<file path="src/rtl/stim_train_ctrl.sv">
// Stimulation window controller: produces a burst of n_pulses on-windows of
// pulse_width cycles, repeating every period cycles, with abort and status.
module stim_train_ctrl #(
  parameter int CNT_W = 16,
  parameter int NP_W  = 8
) (
  input  logic             clk,
  input  logic             rst,
  input  logic             start,
  input  logic             abort,
  input  logic [CNT_W-1:0] pulse_width,
  input  logic [CNT_W-1:0] period,
  input  logic [NP_W-1:0]  n_pulses,
  output logic             stim_en,
  output logic             busy,
  output logic             done,
  output logic [NP_W-1:0]  pulse_cnt
);

  typedef enum logic [1:0] {
    IDLE,
    ON,
    OFF,
    DONE
  } state_t;

  state_t state, state_n;

  logic [CNT_W-1:0] pw_q, pw_n;
  logic [CNT_W-1:0] per_q, per_n;
  logic [NP_W-1:0]  np_q, np_n;
  logic [CNT_W-1:0] cnt_q, cnt_n;
  logic [NP_W-1:0]  pcnt_n;
  logic [CNT_W-1:0] off_len;

  // A period not longer than the on-window still leaves a one-cycle gap.
  assign off_len = (per_q > pw_q) ? (per_q - pw_q) : CNT_W'(1);

  always_comb begin
    state_n = state;
    pw_n    = pw_q;
    per_n   = per_q;
    np_n    = np_q;
    cnt_n   = cnt_q;
    pcnt_n  = pulse_cnt;
    case (state)
      IDLE: begin
        if (start && !abort) begin
          pw_n   = pulse_width;
          per_n  = period;
          np_n   = n_pulses;
          pcnt_n = '0;
          if (pulse_width == '0 || n_pulses == '0) begin
            state_n = DONE;
          end else begin
            state_n = ON;
            cnt_n   = pulse_width;
            pcnt_n  = NP_W'(1);
          end
        end
      end
      ON: begin
        // cnt_q holds the on-cycles remaining including the current one.
        if (abort) begin
          state_n = IDLE;
        end else if (cnt_q <= CNT_W'(1)) begin
          if (pulse_cnt == np_q) begin
            state_n = DONE;
          end else begin
            state_n = OFF;
            cnt_n   = off_len;
          end
        end else begin
          cnt_n = cnt_q - CNT_W'(1);
        end
      end
      OFF: begin
        if (abort) begin
          state_n = IDLE;
        end else if (cnt_q <= CNT_W'(1)) begin
          state_n = ON;
          cnt_n   = pw_q;
          pcnt_n  = pulse_cnt + NP_W'(1);
        end else begin
          cnt_n = cnt_q - CNT_W'(1);
        end
      end
      DONE: begin
        state_n = IDLE;
      end
      default: begin
        state_n = IDLE;
      end
    endcase
  end

  // Outputs are registered from the next state so they line up with it.
  always_ff @(posedge clk) begin
    if (rst) begin
      state     <= IDLE;
      pw_q      <= '0;
      per_q     <= '0;
      np_q      <= '0;
      cnt_q     <= '0;
      pulse_cnt <= '0;
      stim_en   <= 1'b0;
      busy      <= 1'b0;
      done      <= 1'b0;
    end else begin
      state     <= state_n;
      pw_q      <= pw_n;
      per_q     <= per_n;
      np_q      <= np_n;
      cnt_q     <= cnt_n;
      pulse_cnt <= pcnt_n;
      stim_en   <= (state_n == ON);
      busy      <= (state_n == ON) || (state_n == OFF);
      done      <= (state_n == DONE);
    end
  end

endmodule

</file>
<file path="config.mk">
export PLATFORM = sky130hd
export DESIGN_NAME = stim_train_ctrl
export DESIGN_NICKNAME = d
export VERILOG_FILES = /design/src/rtl/stim_train_ctrl.sv
export SDC_FILE = /design/constraint.sdc
export NUM_CORES = 1
export LEC_CHECK = 0
export CAP_MARGIN = 25
export CORE_MARGIN = 2
export CORE_UTILIZATION = 50
export DETAILED_ROUTE_END_ITERATION = 10
export PLACE_DENSITY_LB_ADDON = 0.05
export SLEW_MARGIN = 30
export SYNTH_ARGS = -nofsm -noshare
export SYNTH_HDL_FRONTEND = slang
export SYNTH_SLANG_ARGS = --single-unit
</file>
<file path="constraint.sdc">
create_clock -name clk -period 4.4 [get_ports clk]
set_clock_uncertainty 0.15 [all_clocks]
set_input_delay 0.66 -clock clk [delete_from_list [all_inputs] [get_ports clk]]
set_output_delay 0.66 -clock clk [all_outputs]
set_load 0.01 [all_outputs]
</file>
======== Word level (Yosys, flattened, before mapping) ========
Index checks and enable logic that the tools add are counted.
word-level totals
  word-level logic and storage cells ...... 61
  output and inout bits ................... 11
  flip-flop bits (word level) ............. 69
  bits of input ports ..................... 44
operators by class
  order comparisons ....................... 2
  multiplexer cells ....................... 22
  reductions and logical operators ........ 12
  equality and inequality tests ........... 13
  $add $sub $neg .......................... 3
operator list
  kind                                                             number
  two-way mux 16 bit                                               8
  one-hot mux 16 bit (3 select lines)                              1
  two-way mux 8 bit                                                3
  > comparator 16 bit                                              1
  less-or-equal comparator 16 x 1 -> 1 bit, second input constant  1
  logical NOT 16 bit                                               1
  one-hot mux 8 bit (2 select lines)                               1
  subtractor 16 x 1 -> 16 bit, second input constant               1
  subtractor 16 bit                                                1
  two-way mux 2 bit                                                6
  inequality test 2 bit, second input constant                     5
  adder 8 x 1 -> 8 bit, second input constant                      1
  equality test 2 bit, second input constant                       4
  equality test 8 bit                                              1
  logical NOT 8 bit                                                1
  one-hot mux 2 bit (4 select lines)                               1
  AND reduction 6 bit                                              1
  equality test 2 x 1 -> 1 bit, second input constant              2
  AND reduction 4 bit                                              1
  inequality test 3 bit, second input constant                     1
  nonzero test 3 bit                                               1
  logical NOT 2 bit                                                1
  logical OR 1 bit                                                 2
  two-way mux 1 bit                                                2
  4 further kinds                                                  4

======== Depth between registers and ports, before layout ========
Gate-level depths: netlist of the first run.
  word-level depth ........................ 7
  gate-level depth with buffers ........... 12
  mapped depth without buffers ............ 10

======== Least setup slack after synthesis of the first run ========
Ideal clock, no wire load.
  kind .................................... register to register
  from .................................... register cnt_q[8]
  to ...................................... register busy
  cell stages (with the launch flop) ...... 12
  library setup time ...................... 0.126 ns
  data required time ...................... 4.124 ns
  slack ................................... 1.375 ns
  path buffers ............................ 2
  period minus slack after synthesis ...... 3.025 ns
  data arrival time ....................... 2.748 ns
  path through ............................ dfxtp_1 > or4_4 > or4_4 > or3_1 > buf_6 > buf_6 > o21ai_0 > a21oi_1 > o21ai_1 > nand2_1 > ha_1 > nor2_1
between the ends
  word-level cells in the longest chain between the ends .. 6
  elaborated cells on any way between the ends .. 9
  classes of those cells .................. order compare: 1; eq/ne: 2; mux: 5; reduce/logical: 1
ends and longest elaborated chain
  element                                                              line    source
  from (decl)                                                          32      logic [CNT_W-1:0] cnt_q, cnt_n;
  from (signal assigned)                                               114     cnt_q <= cnt_n;
  less-or-equal comparator 16 x 1 -> 1 bit *                           66, 80
  two-way mux 2 bit, on equally long branches                          80, 66
  two-way mux 2 bit, on equally long branches                          78, 64
  one-hot mux 2 bit (4 select lines) *                                 46      case (state)
  via state_n[0]                                                       27      state_t state, state_n;
  equality test 2 x 1 -> 1 bit or equality test 2 bit (tied branches)  117     busy <= (state_n == ON) || (state_n == OFF);
  logical OR 1 bit *                                                   117
  to (signal assigned)                                                 117
  to (decl)                                                            15      output logic busy,
Mark *: on every way through the listed nets, which the timed path passes. The rest lies on a longest branch.
A chain may end at the register's enable or synchronous reset.

======== Worst setup path after layout of the first run ========
  from .................................... register cnt_q[8]
  to ...................................... register cnt_q[7]
between the ends
  word-level cells in the longest chain between the ends .. 4
  elaborated cells on any way between the ends .. 8
  classes of those cells .................. order compare: 1; eq/ne: 1; mux: 5; reduce/logical: 1
ends and longest elaborated chain
  element                                       line
  less-or-equal comparator 16 x 1 -> 1 bit *    66, 80
  two-way mux 16 bit, on equally long branches  80, 66
  two-way mux 16 bit, on equally long branches  78, 64
  one-hot mux 16 bit (3 select lines)           46
Every way passes the cells marked *; elsewhere a longest branch is shown, timed or not. The select of a mux whose other input is x is not followed.

==> results of run 1 <==
-- worst max-delay path, cell delays in order (launching register included) --
cell and delay [ns]:
dfxtp_1 0.36, or4_4 0.57, or4_4 0.47, or3_1 0.64
buf_4 0.31, a21oi_4 0.29, o32a_1 0.23, a2bb2oi_1 0.16
a211oi_1 0.08
-- routing by layer --
layer | share of wire (%) | vias up | routed length [um] | global-route usage, %
met5 | 0 | - | 0 | 0
met4 | 1.8 | 0 | 223 | 9.17
met3 | 9.9 | 19 | 1250 | 5.01
met2 | 42 | 227 | 5270 | 37.7
met1 | 47 | 1993 | 5890 | 40.5
li1 | - | 2191 | - | -
-- through the flow --
stage	util (%)	hold slack, ns	worst slack [ns]	area, um^2
floorplan	-	0.286	1.38	4450
global placement	58.1	0.291	1.08	5040
detailed placement	58.1	0.298	1.04	5040
CTS	60.8	0.309	1.03	5280
global route	60.8	0.331	0.850	5280
finish	60.8	0.307	0.992	5280
-- registers in the layout, indices dropped and copies added (netlist names) --
name / flops
pw_q: 16
per_q: 16
cnt_q: 16
np_q: 8
state: 2
stim_en: 1
pulse_cnt: 8
done: 1
busy: 1
-- cells in the mapped netlist, drive strengths merged (3+ instances only) --
| cell type | count |
|---|---|
| a21oi | 70 |
| or3 | 8 |
| a21o | 4 |
| o221ai | 3 |
| nand2b | 4 |
| a211oi | 7 |
| nor3 | 18 |
| clkbuf | 24 |
| nor4 | 11 |
| buf | 8 |
| o21a | 5 |
| o21ai | 24 |
| nand2 | 106 |
| nand3 | 5 |
| o22ai | 6 |
| nor2b | 9 |
| nand4 | 13 |
| a311oi | 5 |
| inv | 42 |
| a22oi | 4 |
| xnor2 | 19 |
| dfxtp | 69 |
| and3 | 4 |
| ha | 24 |
| a31oi | 12 |
| or4 | 4 |
| xor2 | 15 |
| o211ai | 3 |
| nor2 | 38 |
| a221oi | 3 |
-- kinds of logic after synthesis --
kind of cell,synth area share (%)
and+or+nand+nor,23.8
xor gates and xnor gates,6.69
DFF,31.0
buffers and inverters,6.88
AOI/OAI and AO/OA,23.7
adders and majority gates,7.19
muxes,0.702
-- worst paths after layout --
| path | start | end | slack [ns] | cells past startpoint |
|---|---|---|---|---|
| worst max-delay path | cnt_q[8]$_SDFFE_PP0P_ | cnt_q[7]$_SDFFE_PP0P_ | 0.99 | 8 |
| worst min-delay path | pw_q[6]$_SDFFE_PP0P_ | pw_q[6]$_SDFFE_PP0P_ | 0.31 | 2 |
| worst max register to register | cnt_q[8]$_SDFFE_PP0P_ | cnt_q[7]$_SDFFE_PP0P_ | 0.99 | 8 |
| worst min register to register | pw_q[6]$_SDFFE_PP0P_ | pw_q[6]$_SDFFE_PP0P_ | 0.31 | 2 |
-- power by group through the flow --
stage          sequential (mW)  clock (mW)  combinational, mW
2_1_floorplan            0.714           0              0.565
3_3_place_gp             0.722           0              0.751
3_5_place_dp             0.724           0              0.757
4_1_cts                  0.709       0.661              0.765
5_1_grt                  0.716       0.686              0.858
6_report                 0.710       0.655              0.778
-- area by class of cell --
cell class                      count  area [um^2]
Clock buffer                       11          131
Clock inverter                      5          108
Fill cell                         836         3400
Inverter                           42          158
Multi-Input combinational cell    455         2780
Sequential cell                    69         1380
Tap cell                          108          135
Timing Repair Buffer               61          588
==> impl_metrics.toml, run 1 <==
[outcome]
status = "completed"

[finish]
n_antenna_cell = 0
instances_no_fill = 751
nets = 707
drive_gt1_share_pct = 4.82
final_common_cell = "nand2_1"
mostFrequentLayoutCells = "nand2_1 (106), dfxtp_1 (69), a21oi_1 (68)"
syn_to_final_growth_pct = 18.5

[pwr]
power.switching_mw = 0.783
leakagePower_nw = 1.97
p_per_area_nw_per_um2 = 406
p_seq_share_pct = 33.1
internal_power_mw = 1.36
vdd_drop_max_v = 0.000186
p_sw_share_pct = 36.5
p_comb_share_pct = 36.3
total_power_mw = 2.14
p_clk_share_pct = 30.6

[timing]
fmax_mhz = 293
final-hold-violation-count = 0
worst_pin_slew_ns = 0.721
layout_min_cycle_time_ns = 3.41
setup_tns_ns = 0
drv_slew = 0
rsz0062_at_grt = "false"
finalSetupViolations = 0
max_slew_margin_pct = 51.9
period_share_pct = 77.5

[placement]
io_buffers = 54
dp_cells = 735
gp_congestion = 0.896
dpl.hpwl_um = 9030

[clocking]
numCtsBuffers = 9
cts_hold_buf = 0
tritoncts = "built"
clk_latency_ns = 0.36
clock_path_buffers = 2
h-tree-depth = 3
numClockSinks = 69
clk_pin_slew_ns = 0.08
cts-root-buf = "clkbuf_8"
cts_resized = 0
cts_setup_buffers = 0

[route]
routed-via-count = 4430
firstDrtPassIters = 5
wl_um = 12600
via_per_inst = 5.90
antenna_left = 0
wl_per_cell_um = 16.8
drt-initial-drc-count = 383
drc = 0

[synth]
synth_area_leaders = "dfxtp_1 (31%), nand2_1 (8.9%), a21oi_1 (7.6%), ha_1 (6.7%), xnor2_1 (3.7%)"
yosys_register_bits = 69
yosysTopAreaCell = "dfxtp_1"
synth_top_area_share_pct = 31.0
dominantRegCellSynth = "dfxtp_1"
avgSynthCellArea_um2 = 7.45
ys_seq_area_share_pct = 31.0
synth_edf_count = 0
yosys_warnings = 0
synth.distinct_cells = 62
ys_async_sr_fraction_pct = 0
synth_area_um2 = 4450
syn_nets = 667
syn-instance-count = 598

[min_path]
hold_class = "flop to flop"

[setup_path]
cp-end-kind = "flop"
worstPathMaxFanout = 16
path_class = "flop to flop"
cp.required_ns = 4.46
cp-start-kind = "flop"
arrival_ns = 3.47

[floorplan]
rows = 34
die_x_um = 98.4
dieArea_um2 = 9680
core_um2 = 8680
ioPinCount = 55
start_util_pct = 51.3
die-height_um = 98.4

[global_routing]
overflow = 0
grt_max_degree = 67
grtUsageTotal_pct = 26.7
grt_antenna_before_repair = 0
first_global_vias = 4033
grt_pass1_wl_um = 20800

[flow_run]
cap_violations = 0
Power figures use the tool's default switching activity.
==> inputs of run 2 (changes only) <==
==> constraint.sdc (replaced) <==
create_clock -name clk -period 2.9 [get_ports clk]
set_clock_uncertainty 0.15 [all_clocks]
set_input_delay 0.435 -clock clk [delete_from_list [all_inputs] [get_ports clk]]
set_output_delay 0.435 -clock clk [all_outputs]
set_load 0.01 [all_outputs]
==> impl_metrics.toml, run 2 (synthesis gave the netlist of run 1 again) <==
[global_routing]
grt.busiest_layer = "met2"
grt_antenna_before_repair = 0
grtUsageMet3_pct = 4.58
overflow = 0
grt_pass1_wl_um = 21500
grtUsageTotal_pct = 27.3
grt_util_met1_pct = 40.5
grt_use_met2_pct = 41.1
first_global_vias = 4384
grt_max_degree = 66

[clocking]
numCtsBuffers = 9
cts_hold_buf = 0
clk_latency_ns = 0.36
numClockSinks = 69
clk_pin_slew_ns = 0.09
clock_path_buffers = 2
tritoncts = "built"
h-tree-depth = 3
cts-root-buf = "clkbuf_8"

[setup_path]
critical_path.top_delay_family = "simple AND/OR/NAND/NOR gates"
crit_buf_inv = 2
cp.required_ns = 2.97
rr_startpoint = "cnt_q[10]$_SDFFE_PP0P_"
critPathSlowestCell = "or4_4"
ff2ff_setup_slack_ns = 0.04
reg2reg_depth = 9
crit_chain = "or4_4 -> or4_4 -> or3_4 -> buf_12 -> a21oi_4 -> buf_6 -> a21oi_2 -> o221ai_2 -> a311oi_1"
path_class = "flop to flop"
worstPathMaxFanout = 5
cp-end-kind = "flop"
critPathMaxStageDelay_ns = 0.53
cp-start-kind = "flop"
crit_top_cell = "or4_4"
timing.rr.end = "cnt_q[11]$_SDFFE_PP0P_"
arrival_ns = 2.93

[timing]
max_slew_margin_pct = 53.4
period_share_pct = 98.7
fmax_mhz = 349
final-hold-violation-count = 0
worst_slack_ns = 0.0380
worst_pin_slew_ns = 0.699
drv_slew = 0
layout_min_cycle_time_ns = 2.86
finalSetupViolations = 0
setup_tns_ns = 0
rsz0062_at_grt = "true"
fin_hold_ws_ns = 0.312

[route]
wl_um = 13400
via_per_inst = 5.86
drt-initial-drc-count = 406
firstDrtPassIters = 5
antenna_left = 0
drc = 0
wl_per_cell_um = 16.8
routed-via-count = 4677

[finish]
n_antenna_cell = 0
top_regs = "cnt_q x16, per_q x16, pw_q x16"
multi_input_area_um2 = 2910
nets = 754
drive_gt1_share_pct = 14.9
instances_no_fill = 798
fillers = 760
final_common_cell = "nand2_1"
fin_area_um2 = 5820
utilization_pct = 67.1
ff_latch_area_um2 = 1380
mostFrequentLayoutCells = "nand2_1 (106), dfxtp_1 (67), a21oi_1 (65)"
syn_to_final_growth_pct = 30.7

[placement]
gp_congestion = 0.978
postPlaceCellArea_um2 = 5360
pre_cts_ws_ns = -0.00423
dp_cells = 772
io_buffers = 54
dpl.hpwl_um = 9570

[outcome]
status = "completed"

[min_path]
holdPathEnd = "pw_q[2]$_SDFFE_PP0P_"
hold_class = "flop to flop"
hold_depth = 2
hold_start = "pw_q[2]$_SDFFE_PP0P_"

[floorplan]
die-height_um = 98.4
die_x_um = 98.4
start_util_pct = 51.3
core_um2 = 8680
rows = 34
ioPinCount = 55
dieArea_um2 = 9680

[flow_run]
cap_violations = 0

[pwr]
p_per_area_nw_per_um2 = 610
leakagePower_nw = 2.24
vdd_drop_max_v = 0.000288
total_power_mw = 3.55
[run 2: cell type report]
type	instances	area share [%]
clock buffers	11	2.60
clock inverters	5	1.40
inverters	42	2.71
multi-input cells	455	49.9
flip-flops and latches	69	23.8
well taps	108	2.32
repair buffers	108	17.3
[run 2: worst max-delay path by stage]
stage | from | to | slack, ns | cells after the start
after floorplan | cnt_q[2]$_SDFFE_PP0P_ | busy$_SDFF_PP0_ | -0.09 | 12
after global placement | cnt_q[8]$_SDFFE_PP0P_ | cnt_q[7]$_SDFFE_PP0P_ | 0.04 | 8
after detailed placement | cnt_q[8]$_SDFFE_PP0P_ | cnt_q[7]$_SDFFE_PP0P_ | -0.004 | 8
after CTS | cnt_q[8]$_SDFFE_PP0P_ | cnt_q[7]$_SDFFE_PP0P_ | 0.02 | 8
after global routing | cnt_q[10]$_SDFFE_PP0P_ | busy$_SDFF_PP0_ | -0.06 | 9
final | cnt_q[10]$_SDFFE_PP0P_ | cnt_q[11]$_SDFFE_PP0P_ | 0.04 | 9
[run 2: metal layers]
layer,part of all wire [%],vias up
met2,43,211
li1,-,2283
met1,47,2160
met3,7.5,23
met5,0,-
met4,1.9,0
[run 2: power breakdown]
part / switching, mW / internal [mW] / leakage [nW]
clock network: 0.413 / 0.533 / 0.116
logic: 0.841 / 0.692 / 1.56
registers: 0.0566 / 1.02 / 0.564
total: 1.31 / 2.24 / 2.24
[run 2: timing repair]
item	4_1_cts	5_1_grt
resized for setup	0	27
setup endpoints to repair	1	21
setup buffers	1	7
gates cloned	0	2
pin swaps	1	10
[run 2: worst reg2reg max path, cell delays in order (launching register included)]
cell	delay, ns
dfxtp_2	0.33
or4_4	0.53
or4_4	0.44
or3_4	0.46
buf_12	0.16
a21oi_4	0.21
buf_6	0.15
a21oi_2	0.04
o221ai_2	0.16
a311oi_1	0.10
==> inputs of run 3 (changes only) <==
--- a/config.mk
+++ b/config.mk
@@ -5,6 +5,7 @@
 export SDC_FILE = /design/constraint.sdc
 export NUM_CORES = 1
 export LEC_CHECK = 0
+export ABC_AREA = 1
 export CAP_MARGIN = 25
 export CORE_MARGIN = 2
 export CORE_UTILIZATION = 50
==> impl_metrics.toml, run 3 <==
[floorplan]
core_um2 = 9680
die_x_um = 104
ioPinCount = 55
start_util_pct = 51.3
dieArea_um2 = 10700
rows = 36
die-height_um = 104

[finish]
syn_to_final_growth_pct = 17.6
drive_gt1_share_pct = 7.11
top_regs = "cnt_q x16, per_q x16, pw_q x16"
final_common_cell = "nand2_1"
mostFrequentLayoutCells = "nand2_1 (207), inv_1 (117), nor2_1 (114)"
nets = 922
instances_no_fill = 991
utilization_pct = 60.3
n_antenna_cell = 0

[clocking]
clk_pin_slew_ns = 0.08
numClockSinks = 69
cts_hold_buf = 0
cts-root-buf = "clkbuf_8"
numCtsBuffers = 9
clk_latency_ns = 0.36
cts_setup_buffers = 0
tritoncts = "built"
cts_resized = 0
h-tree-depth = 3
clock_path_buffers = 2

[route]
firstDrtPassIters = 5
wl_per_cell_um = 13.0
routed-via-count = 4971
drt-initial-drc-count = 284
antenna_left = 0
drc = 0
wl_um = 12900
via_per_inst = 5.02

[synth]
synth_edf_count = 0
yosys-top-cells-count = "nand2_1 (207), inv_1 (117), nor2_1 (114)"
synth_top_area_share_pct = 27.8
yosys_register_bits = 69
syn-instance-count = 805
yosys_warnings = 0
ys_seq_area_share_pct = 27.8
syn_nets = 874
synth_area_um2 = 4960
synth.most_common_cell = "nand2_1"
yosysTopAreaCell = "dfxtp_1"
ys_async_sr_fraction_pct = 0
synth_area_leaders = "dfxtp_1 (28%), nand2_1 (16%), inv_1 (8.8%), nor2_1 (8.6%), o21ai_0 (7.4%)"
dominantRegCellSynth = "dfxtp_1"
avgSynthCellArea_um2 = 6.17
synth.distinct_cells = 41

[setup_path]
critical_path.top_delay_family = "simple AND/OR/NAND/NOR gates"
crit_top_cell = "nand2_1"
timing.rr.end = "cnt_q[14]$_SDFFE_PP0P_"
cp-end-kind = "flop"
ff2ff_setup_slack_ns = 0.42
crit_buf_inv = 2
cp.required_ns = 3.03
crit_chain = "inv_1 -> ha_1 -> fa_1 -> inv_1 -> nand2_1 -> nand2_1 -> nand3_1 -> nand2_1 -> nand2_2 -> a21oi_4 -> nand3_1 -> nand2_1 -> nand2_1 -> nand2_1 -> nand2_1 -> a21oi_1"
arrival_ns = 2.61
critPathSlowestCell = "fa_1"
worstPathMaxFanout = 8
reg2reg_depth = 16
critPathMaxStageDelay_ns = 0.40
cp_num_cells = 16
rr_startpoint = "per_q[0]$_SDFFE_PP0P_"
path_class = "flop to flop"
startpoint = "per_q[0]$_SDFFE_PP0P_"
cp-start-kind = "flop"

[timing]
fmax_mhz = 403
layout_min_cycle_time_ns = 2.48
final-hold-violation-count = 0
finalSetupViolations = 0
worst_pin_slew_ns = 0.667
drv_slew = 0
max_slew_margin_pct = 55.6
worst_slack_ns = 0.420
setup_tns_ns = 0
period_share_pct = 85.5
rsz0062_at_grt = "false"

[placement]
dpl.hpwl_um = 9590
io_buffers = 54
gp_congestion = 0.933
pre_cts_ws_ns = 0.456
dp_cells = 975

[pwr]
p_sw_share_pct = 40.5
p_clk_share_pct = 24.7
p_comb_share_pct = 40.8
leakagePower_nw = 2.87
internal_power_mw = 1.93
p_per_area_nw_per_um2 = 554
total_power_mw = 3.24
p_seq_share_pct = 34.5
vdd_drop_max_v = 0.000234
power.switching_mw = 1.31

[min_path]
hold_depth = 2
holdPathEnd = "per_q[0]$_SDFFE_PP0P_"
hold_class = "flop to flop"
hold_start = "per_q[0]$_SDFFE_PP0P_"

[global_routing]
grtUsageTotal_pct = 24.4
grt_pass1_wl_um = 21700
grt_antenna_before_repair = 0
grt_max_degree = 59
overflow = 0
first_global_vias = 4514

[outcome]
status = "completed"

[flow_run]
cap_violations = 0
==> run 3: changes by cell type after synthesis, sizes merged, moves of 8 or more <==
cell,change
inv,+76
nor2b,-9
a31oi,-11
nor3,-11
nand3,+21
or3,-8
o21ai,+53
nor2,+87
nand2,+109
a21oi,-9
xnor2,-15
==> run 3: how the worst max path moves through the flow <==
stage / end / slack [ns]
2_1_floorplan: cnt_q[12]$_SDFFE_PP0P_ / 0.77
3_5_place_dp: cnt_q[11]$_SDFFE_PP0P_ / 0.46
4_1_cts: cnt_q[11]$_SDFFE_PP0P_ / 0.42
6_report: cnt_q[14]$_SDFFE_PP0P_ / 0.42
3_3_place_gp: cnt_q[12]$_SDFFE_PP0P_ / 0.40
5_1_grt: cnt_q[14]$_SDFFE_PP0P_ / 0.12
==> run 3: worst register-to-register path: stages (launching register included) <==
cell and delay (ns):
dfxtp_1 0.31, inv_1 0.05, ha_1 0.20, fa_1 0.40, inv_1 0.07, nand2_1 0.05
nand2_1 0.10, nand3_1 0.07, nand2_1 0.14, nand2_2 0.09, a21oi_4 0.23, nand3_1 0.12
nand2_1 0.09, nand2_1 0.05, nand2_1 0.09, nand2_1 0.05, a21oi_1 0.14
==> run 3: cell families after synthesis <==
group | count (synthesis) | share of synthesized area, %
simple gates | 401 | 34.7
buf+inv | 147 | 11.6
compound gates | 142 | 15.7
flops | 69 | 27.8
fa+ha+maj | 25 | 6.45
xor+xnor | 21 | 3.70
==> run 3: power by group through the flow <==
stage | clock network, mW | logic [mW] | registers [mW]
after global routing | 0.853 | 1.50 | 1.13
after detailed placement | 0 | 1.30 | 1.14
after floorplan | 0 | 0.985 | 1.12
final | 0.799 | 1.32 | 1.12
after CTS | 0.815 | 1.31 | 1.11
after global placement | 0 | 1.29 | 1.13
==> run 3: metrics by stage <==
stage	hold WS [ns]	instance area, um^2
2_1_floorplan	0.283	4960
3_3_place_gp	0.298	5650
3_5_place_dp	0.314	5650
4_1_cts	0.324	5840
5_1_grt	0.352	5840
6_report	0.322	5840
==> run 3: per-layer routing <==
metal / track usage [%] / part of all wire (%) / up-vias
met3: 3.40 / 6.0 / 15
met5: 0 / 0 / -
li1: - / - / 2629
met1: 36.7 / 51 / 2191
met2: 36.0 / 42 / 136
met4: 7.53 / 1.4 / 0
==> run 3: cell type report <==
cell class / count / area (um^2)
fillers: 946 / 3850
multi-input cells: 589 / 3010
flip-flops and latches: 69 / 1380
repair buffers: 65 / 648
inverters: 119 / 447
well taps: 133 / 166
clock buffers: 10 / 128
clock inverters: 6 / 62.6
